File: src/rtl/lif_pkg.sv
// lif_pkg: shared widths, scheduler state encoding and LIF arithmetic helpers
package lif_pkg;
   localparam int STATE_W = 8;

   typedef enum logic [1:0] {S_IDLE, S_FETCH, S_EMIT, S_DONE} lif_sched_state_t;

   function automatic logic [STATE_W-1:0] lif_decay(input logic [STATE_W-1:0] u);
      return (u >> 1) + (u >> 2) + (u >> 3);
   endfunction

   function automatic logic [STATE_W-1:0] lif_sat_add(input logic [STATE_W-1:0] a,
                                                      input logic [STATE_W-1:0] b);
      logic [STATE_W:0] s;
      s = {1'b0, a} + {1'b0, b};
      return s[STATE_W] ? {STATE_W{1'b1}} : s[STATE_W-1:0];
   endfunction
endpackage

File: src/rtl/lif_update_unit.sv
// lif_update_unit: combinational leaky integrate-and-fire step for one neuron (LIF_REFRACTORY_EN adds the refractory input)
module lif_update_unit
   import lif_pkg::*;
(
`ifdef LIF_REFRACTORY_EN
   input  logic               refrac,
`endif
   input  logic [STATE_W-1:0] u,
   input  logic [STATE_W-1:0] cur,
   input  logic [STATE_W-1:0] thr,
   output logic [STATE_W-1:0] u_next,
   output logic               spike
);
`ifdef LIF_REFRACTORY_EN
   logic hold;
   assign hold = refrac;
`else
   logic hold;
   assign hold = 1'b0;
`endif

   // fire on the pre-update state; a firing or refractory neuron drops its current and resets
   always_comb begin
      spike  = (u >= thr) && !hold;
      u_next = (spike || hold) ? '0 : lif_sat_add(cur, lif_decay(u));
   end
endmodule

File: src/rtl/lif_tdm_scheduler.sv
// lif_tdm_scheduler: time-multiplexed LIF neuron array with spike stream (optional LIF_REFRACTORY_EN)
module lif_tdm_scheduler
   import lif_pkg::*;
#(
   parameter int NUM_NEURONS  = 8,
   parameter int THR_DEFAULT  = 230,
   parameter int REFRAC_STEPS = 2,
   localparam int IDXW        = $clog2(NUM_NEURONS)
) (
   input  logic               clk,
   input  logic               rst_n,
   input  logic               step_start,
   output logic               busy,
   output logic               step_done,
   output logic               cur_req,
   output logic [IDXW-1:0]    cur_idx,
   input  logic               cur_valid,
   input  logic [STATE_W-1:0] cur_data,
   output logic               spk_valid,
   output logic [IDXW-1:0]    spk_idx,
   input  logic               spk_ready,
   input  logic               cfg_we,
   input  logic [STATE_W-1:0] cfg_thr,
   output logic [7:0]         spk_count
);
   lif_sched_state_t   state;
   logic [IDXW-1:0]    idx;
   logic [STATE_W-1:0] thr;
   logic [STATE_W-1:0] u_mem [NUM_NEURONS];
   logic [STATE_W-1:0] u_next;
   logic               spike;
   logic               last;

   assign last    = idx == IDXW'(NUM_NEURONS - 1);
   assign cur_idx = idx;
   assign spk_idx = idx;

`ifdef LIF_REFRACTORY_EN
   localparam int RW = $clog2(REFRAC_STEPS + 1);
   logic [RW-1:0] r_mem [NUM_NEURONS];

   lif_update_unit u_upd (
      .refrac (r_mem[idx] != '0),
      .u      (u_mem[idx]),
      .cur    (cur_data),
      .thr    (thr),
      .u_next (u_next),
      .spike  (spike)
   );

   // refractory counters: load on a spike, count down while waiting out the refractory period
   always_ff @(posedge clk or posedge rst_n) begin
      if (rst_n) begin
         for (int i = 0; i < NUM_NEURONS; i++) r_mem[i] <= '0;
      end else if (state == S_FETCH && cur_valid) begin
         r_mem[idx] <= spike ? RW'(REFRAC_STEPS) : (r_mem[idx] != '0 ? r_mem[idx] - RW'(1) : r_mem[idx]);
      end
   end
`else
   lif_update_unit u_upd (
      .u      (u_mem[idx]),
      .cur    (cur_data),
      .thr    (thr),
      .u_next (u_next),
      .spike  (spike)
   );
`endif

   // sequencer: walks idx over the array, owns membrane state, threshold and registered handshake outputs
   always_ff @(posedge clk or posedge rst_n) begin
      if (rst_n) begin
         state     <= S_IDLE;
         idx       <= '0;
         thr       <= STATE_W'(THR_DEFAULT);
         spk_count <= '0;
         busy      <= 1'b0;
         step_done <= 1'b0;
         cur_req   <= 1'b0;
         spk_valid <= 1'b0;
         for (int i = 0; i < NUM_NEURONS; i++) u_mem[i] <= '0;
      end else begin
         step_done <= 1'b0;
         case (state)
            S_IDLE: begin
               if (cfg_we) thr <= cfg_thr;
               if (step_start) begin
                  state     <= S_FETCH;
                  idx       <= '0;
                  spk_count <= '0;
                  busy      <= 1'b1;
                  cur_req   <= 1'b1;
               end
            end
            S_FETCH: begin
               if (cur_valid) begin
                  u_mem[idx] <= u_next;
                  if (spike) begin
                     state     <= S_EMIT;
                     cur_req   <= 1'b0;
                     spk_valid <= 1'b1;
                  end else if (last) begin
                     state     <= S_DONE;
                     cur_req   <= 1'b0;
                     step_done <= 1'b1;
                  end else begin
                     idx <= idx + 1'b1;
                  end
               end
            end
            S_EMIT: begin
               if (spk_ready) begin
                  spk_valid <= 1'b0;
                  spk_count <= spk_count == 8'hff ? spk_count : spk_count + 8'd1;
                  if (last) begin
                     state     <= S_DONE;
                     step_done <= 1'b1;
                  end else begin
                     state   <= S_FETCH;
                     idx     <= idx + 1'b1;
                     cur_req <= 1'b1;
                  end
               end
            end
            S_DONE: begin
               state <= S_IDLE;
               busy  <= 1'b0;
            end
            default: state <= S_IDLE;
         endcase
      end
   end
endmodule

File: config.mk
export PLATFORM = sky130hd
export DESIGN_NAME = lif_tdm_scheduler
export DESIGN_NICKNAME = d
export VERILOG_FILES = /design/src/rtl/lif_pkg.sv /design/src/rtl/lif_update_unit.sv /design/src/rtl/lif_tdm_scheduler.sv
export SDC_FILE = /design/constraint.sdc
export NUM_CORES = 1
export LEC_CHECK = 0
export BUFFER_PORTS_ARGS = -buffer_cell sky130_fd_sc_hd__buf_4
export CORE_MARGIN = 2
export CORE_UTILIZATION = 40
export CTS_BUF_LIST = sky130_fd_sc_hd__clkbuf_2
export DETAILED_ROUTE_END_ITERATION = 6
export SYNTH_ARGS = -nofsm -noshare
export SYNTH_HDL_FRONTEND = slang
export SYNTH_HIERARCHICAL = 1
export SYNTH_SLANG_ARGS = --single-unit
File: constraint.sdc
create_clock -name clk -period 5.9 [get_ports clk]
set_input_delay 1.18 -clock clk [delete_from_list [all_inputs] [get_ports clk]]
set_output_delay 1.18 -clock clk [all_outputs]
set_load 0.005 [all_outputs]
== Word-level counts from Yosys, hierarchy flattened ==
Index checks and enable logic that the tools add are counted.

* Add/subtract/negate cells: 5
* Order comparisons: 3
* Equality and inequality tests: 13
* Mux-type cells: 42
* Bitwise logic cells: 1
* Reduce and logical (&&, ||, !) cells: 14

{| class="wikitable"
|+ Operators by type and width
! operator !! count
|-
| 64-bit bitwise mux || 1
|-
| 8-bit 2-to-1 mux || 8
|-
| 8-bit binary-select mux with 3-bit select || 1
|-
| 8-bit demux with 3-bit select || 1
|-
| 8-bit case mux with 2 select lines || 1
|-
| 3-bit 2-to-1 mux || 5
|-
| 2-bit inequality test (second input constant) || 7
|-
| 1-bit 2-to-1 mux || 13
|-
| 2-bit 2-to-1 mux || 6
|-
| 4-bit AND reduction || 3
|-
| 8-bit by 8-bit adder with 9-bit output || 1
|-
| 3-bit case mux with 3 select lines || 1
|-
| 7-bit by 6-bit adder with 8-bit output || 1
|-
| 8-bit by 1-bit adder with 8-bit output (second input constant) || 1
|-
| 8-bit by 5-bit adder with 8-bit output || 1
|-
| 8-bit == test (second input constant) || 1
|-
| 8-bit >= comparator || 1
|-
| 2-bit case mux with 4 select lines || 1
|-
| 1-bit case mux with 2 select lines || 3
|-
| 2-bit AND reduction || 3
|-
| 6-bit AND reduction || 1
|-
| 2-bit nonzero test || 3
|-
| 5-bit AND reduction || 1
|-
| 2-bit == test (second input constant) || 2
|-
| other kinds (11) || 11
|}

* Bits in registers: 89
* Input bits: 22
* Output and inout bits: 18
* Word-level logic and storage cells: 94

== Longest topological paths before layout ==
* Depth in word-level cells: 10
* Depth in mapped cells: 18
* Mapped depth without buffers: 16

== Modules after synthesis ==
Netlist, hierarchy kept.

{| class="wikitable"
|+ Modules (own cells, without submodules)
! module !! times used !! cells each !! area an instance (µm²) !! sequential area each (µm²)
|-
| lif_tdm_scheduler || 1 || 319 || 4260.3 || 2233.4
|-
| lif_update_unit || 1 || 103 || 923.4 || 0.0
|}

== Worst setup path before layout ==
No wires, ideal clock.

* Path type: flip-flop to flip-flop
* Start point: reg idx[0] (netlist: cur_idx[0])
* End point: reg u_mem[0] (netlist name)
* Setup time: 0.125 ns
* Arrival: 4.160 ns
* Data required time: 5.775 ns
* Slack: 1.615 ns
* Stages on the path, launching flop included: 16
* Path buffers: 1
* Clock period less this slack: 4.285 ns
* Cell sequence: dfrtp_1 buf_2 mux4_2 nand2_1 nand2_1 inv_1 fa_1 fa_1 inv_1 ha_1 a211oi_2 o21ai_2 a31oi_4 xor2_4 a21oi_1 mux2_2

* Word-level cells in the longest chain between the ends: 10
* Elaborated cells on any way between the ends: 16
* Those cells by class: add/sub: 3; order compare: 3; mux: 8; bitwise: 1; reduce/logical: 1

{| class="wikitable"
|+ RTL lines
! element !! line !! text
|-
| from (decl) || lif_tdm_scheduler.sv:27 || <nowiki>logic [IDXW-1:0] idx;</nowiki>
|-
| from (signal assigned) || lif_tdm_scheduler.sv:106 || <nowiki>idx <= idx + 1'b1;</nowiki>
|-
| from (signal assigned) || lif_tdm_scheduler.sv:119 || <nowiki>idx <= idx + 1'b1;</nowiki>
|-
| 3-bit NOT with 4-bit output (not written as such) * || lif_tdm_scheduler.sv:61 || <nowiki>.u (u_mem[idx]),</nowiki>
|-
| 8-bit binary-select mux with 3-bit select * || lif_tdm_scheduler.sv:61 ||
|-
| 8-bit 2-to-1 mux (not written as such) * (2 in series) || lif_tdm_scheduler.sv:61 ||
|-
| 7-bit by 6-bit adder with 8-bit output || lif_pkg.sv:8 || <nowiki>return (u >> 1) + (u >> 2) + (u >> 3);</nowiki>
|-
| 8-bit by 5-bit adder with 8-bit output || lif_pkg.sv:8 ||
|-
| 8-bit by 8-bit adder with 9-bit output || lif_pkg.sv:14 || <nowiki>s = {1'b0, a} + {1'b0, b};</nowiki>
|-
| 8-bit 2-to-1 mux || lif_pkg.sv:15 || <nowiki>return s[STATE_W] ? {STATE_W{1'b1}} : s[STATE_W-1:0];</nowiki>
|-
| 8-bit 2-to-1 mux * || lif_update_unit.sv:25 || <nowiki>u_next = (spike || hold) ? '0 : lif_sat_add(cur, lif_decay(u));</nowiki>
|-
| via u_next[0] || lif_tdm_scheduler.sv:30 || <nowiki>logic [STATE_W-1:0] u_next;</nowiki>
|-
| 64-bit bitwise mux * || lif_tdm_scheduler.sv:96 || <nowiki>u_mem[idx] <= u_next;</nowiki>
|-
| to (signal, indexed assignment) || lif_tdm_scheduler.sv:96 ||
|-
| to (decl) || lif_tdm_scheduler.sv:29 || <nowiki>logic [STATE_W-1:0] u_mem [NUM_NEURONS];</nowiki>
|}

Mark *: on every way through the listed nets, which the timed path passes. The rest lies on a longest branch. The select of a mux whose other input is x is not followed.
A chain may end at the register's enable or synchronous reset.

== Worst setup path in the final report ==
* Start point: reg idx[2] (netlist: cur_idx[2])
* End point: reg u_mem[3] (netlist name)

Same word-level chain as after synthesis.

==> metrics.md <==
| Metric | Value |
|---|---|
| CP Data Arrival Time | `5.72 ns` |
| Final net count | `524` |
| CP Depth | `14` |
| Placed Cells incl. Taps | `624` |
| Fill cells | `1,187` |
| # hold bufs at CTS | `0` |
| Initial DRT Pass Iterations | `4` |
| Multiplexer share of the synthesized area | `23.8%` |
| DIE AREA | `0.0139 mm2` |
| Top cells by count, synth | `dfrtp_1, mux2_2, inv_1` |
| DRC viols | `0` |
| Utilization after layout | `45.6%` |
| R2r setup slk | `0.71 ns` |
| Least-Margin Pin Slew | `1.14 ns` |
| Compound-gate portion of the synthesized area | `6.90%` |
| Largest family of logic cells by synthesized area | `multiplexers` |
| Post-Route WL | `11.1 mm` |
| HP Class | `reg2reg` |
| Core area | `0.0126 mm2` |
| Yosys top cell by area | `dfrtp_1` |
| Clock transition at path regs | `0.27 ns` |
| Sequential share of the synthesized area | `43.1%` |
| Share of post-route cells with drive strength above 1 | `37.0%` |
| First-pass GRT wire length | `18.6 mm` |
| Clock skew | `0.0298 ns` |
| RSZ-0062 raised after global routing | `false` |
| Dominant cell by count in the synthesized netlist | `dfrtp_1` |
| Critical path buffer and inverter count | `2` |
| I/O pin count | `40` |
| Gpl congestion | `0.805` |
| Initial Utilization | `41.1%` |
| Max Freq | `193 MHz` |
| Critical Path RT | `6.43 ns` |
| Diodes inserted | `0` |
| Syn_nets | `483` |
| Chip height | `118 um` |
| Gr usage total | `17.2%` |
| Warnings from Yosys | `6` |
| H-tree depth | `3` |
| CP cell instances | `mux4_2 > nand2_1 > nand2_1 > inv_1 > fa_1 > fa_1 > inv_1 > ha_1 > a211oi_2 > o21ai_2 > a31oi_4 > xor2_4 > a21oi_1 > mux2_2` |
| Distinct cells, synth | `50` |
| Synthesized area | `0.00518 mm2` |
| Storage cell area | `0.00223 mm2` |
| Post-synthesis simple-gate area fraction | `9.15%` |
| Syn Inst Count | `422` |
| Largest net degree at the start of global routing | `90` |
| Worst-Skew Late Latency | `0.59 ns` |
| Max-Slew Margin vs Limit | `23.8%` |
| Postcts setup bufs | `0` |
| CP max stage delay | `1.07 ns` |
| Worst setup path endpoint | `u_mem[3]` |
| Total number of vias | `3,332` |
| Clk sinks | `89` |
| Row count | `41` |
| Delay-heaviest family, CP | `adder cells` |
| Max Cap Violations | `0` |
| CP max stage cell | `dfrtp_1` |
| Clock root buffer | `clkbuf_2` |
| Via density | `5.21` |
| Kind of end point of the critical path | `register` |
| Initial antenna violation count | `0` |
| Crit path time final | `5.19 ns` |
| Port bufs | `39` |
| Crit-path max FO | `19` |
| Worst Setup SP | `cur_idx[2]` |
| Multi-input gate area | `0.00269 mm2` |
| Hpwl dp | `7.77 mm` |
| # setup viols final | `0` |
| Synth Flop Type | `dfrtp_1` |
| XOR/XNOR Fraction of Synth Area | `1.04%` |
| Number of global-route vias before repair | `3,468` |
| Worst flop-to-flop path endpoint | `u_mem[3]` |
| Syn Area/Cell | `12.3 um2` |
| Design area | `0.00575 mm2` |
| Setup_tns | `0 ns` |
| Inserted Clock Buffers | `9` |
| Final Cycle Share | `87.9%` |
| Number of flops mapped to enable cells by yosys | `0` |
| Flops & latches, synth | `89` |
| Synth Area in Adders | `11.0%` |
| Non-filler cells, final | `640` |
| Top cells by area, synth | `dfrtp_1, mux2_2, mux4_2` |
| Synth top area share | `40.6%` |
| DRT iter0 DRCs | `169` |
| Final Hold Fails | `0` |
| WL/cell | `17.3 um` |
| Cts repair resizes | `0` |
| Area after DPL | `0.00564 mm2` |
| TritonCTS clock tree | `done` |
| R2R depth | `14` |
| Launching point of the worst reg2reg path | `cur_idx[2]` |
| Slew Limit Fails | `0` |
| Area delta synth->final | `11.0%` |
| Clock Path Buffers | `2` |
| Startpoint types | `register` |
| Status | `finished clean` |
| WS Path Type | `reg2reg` |
| Final ANT Viol Nets | `0` |
| DIE WIDTH | `118 um` |
| Gr ovfl total | `0` |
| Asr flop ratio synth | `100%` |
## cell type report
type                    count  share of cell area, %
well taps                 172                   3.74
clock inverters             6                   1.11
clock buffers              10                  0.870
repair buffers             45                   5.87
inverters                  43                   2.85
flip-flops and latches     89                   38.8
multi-input cells         275                   46.7
## flip-flops by register name, summed over array words and instances, names as in the netlist
| register | cells |
|---|---|
| thr | 8 |
| busy | 1 |
| spk_valid | 1 |
| cur_idx | 3 |
| spk_count | 8 |
| u_mem | 64 |
| cur_req | 1 |
| state | 2 |
| step_done | 1 |
## per-layer routing
layer	track usage [%]	share of wire (%)	wire (um)	vias to the layer above
li1	-	-	-	1568
met3	4.60	3.7	414	11
met5	0	0	0	-
met1	24.2	48	5300	1694
met4	4.97	1.5	167	0
met2	26.2	47	5200	59
## per-stage QoR
| stage | worst slack, ns | hold WS (ns) |
|---|---|---|
| 5_1_grt | 0.320 | 0.557 |
| 3_3_place_gp | 0.824 | 0.483 |
| 2_1_floorplan | 1.61 | 0.475 |
| 6_report | 0.712 | 0.535 |
| 4_1_cts | 0.665 | 0.540 |
| 3_5_place_dp | 0.716 | 0.493 |
## worst min path at each step
stage	depth (start not counted)	slack, ns	startpoint	to
2_1_floorplan	1	0.47	u_mem[40]	u_mem[40]
3_3_place_gp	1	0.48	u_mem[48]	u_mem[48]
3_5_place_dp	1	0.49	u_mem[38]	u_mem[38]
4_1_cts	1	0.54	u_mem[14]	u_mem[14]
5_1_grt	1	0.56	u_mem[40]	u_mem[40]
6_report	1	0.54	u_mem[59]	u_mem[59]
## cells in the final DEF, fill, tap and decap left out, drive strengths merged, types with 4 or more instances in the layout
master / instances
a32o: 5
mux4: 16
a21oi: 12
o21ai: 8
dfstp: 5
a31oi: 4
clkbuf: 10
nand3: 11
nor2: 12
mux2i: 5
inv: 43
mux2: 73
nor3: 6
nor2b: 8
ha: 28
buf: 45
nand2b: 4
dfrtp: 84
fa: 11
nand2: 40
clkinv: 4
a21o: 5
## cell families after synthesis
group                    Yosys count
XOR/XNOR                           4
AND/OR/NAND/NOR                   93
multiplexers                      94
AO/OA/AOI/OAI                     45
buffers and inverters             58
adder cells (fa/ha/maj)           39
flip-flops                        89
Power is not shown: default switching activity piles up to over one toggle a cycle in this logic, so the estimate is an artifact.
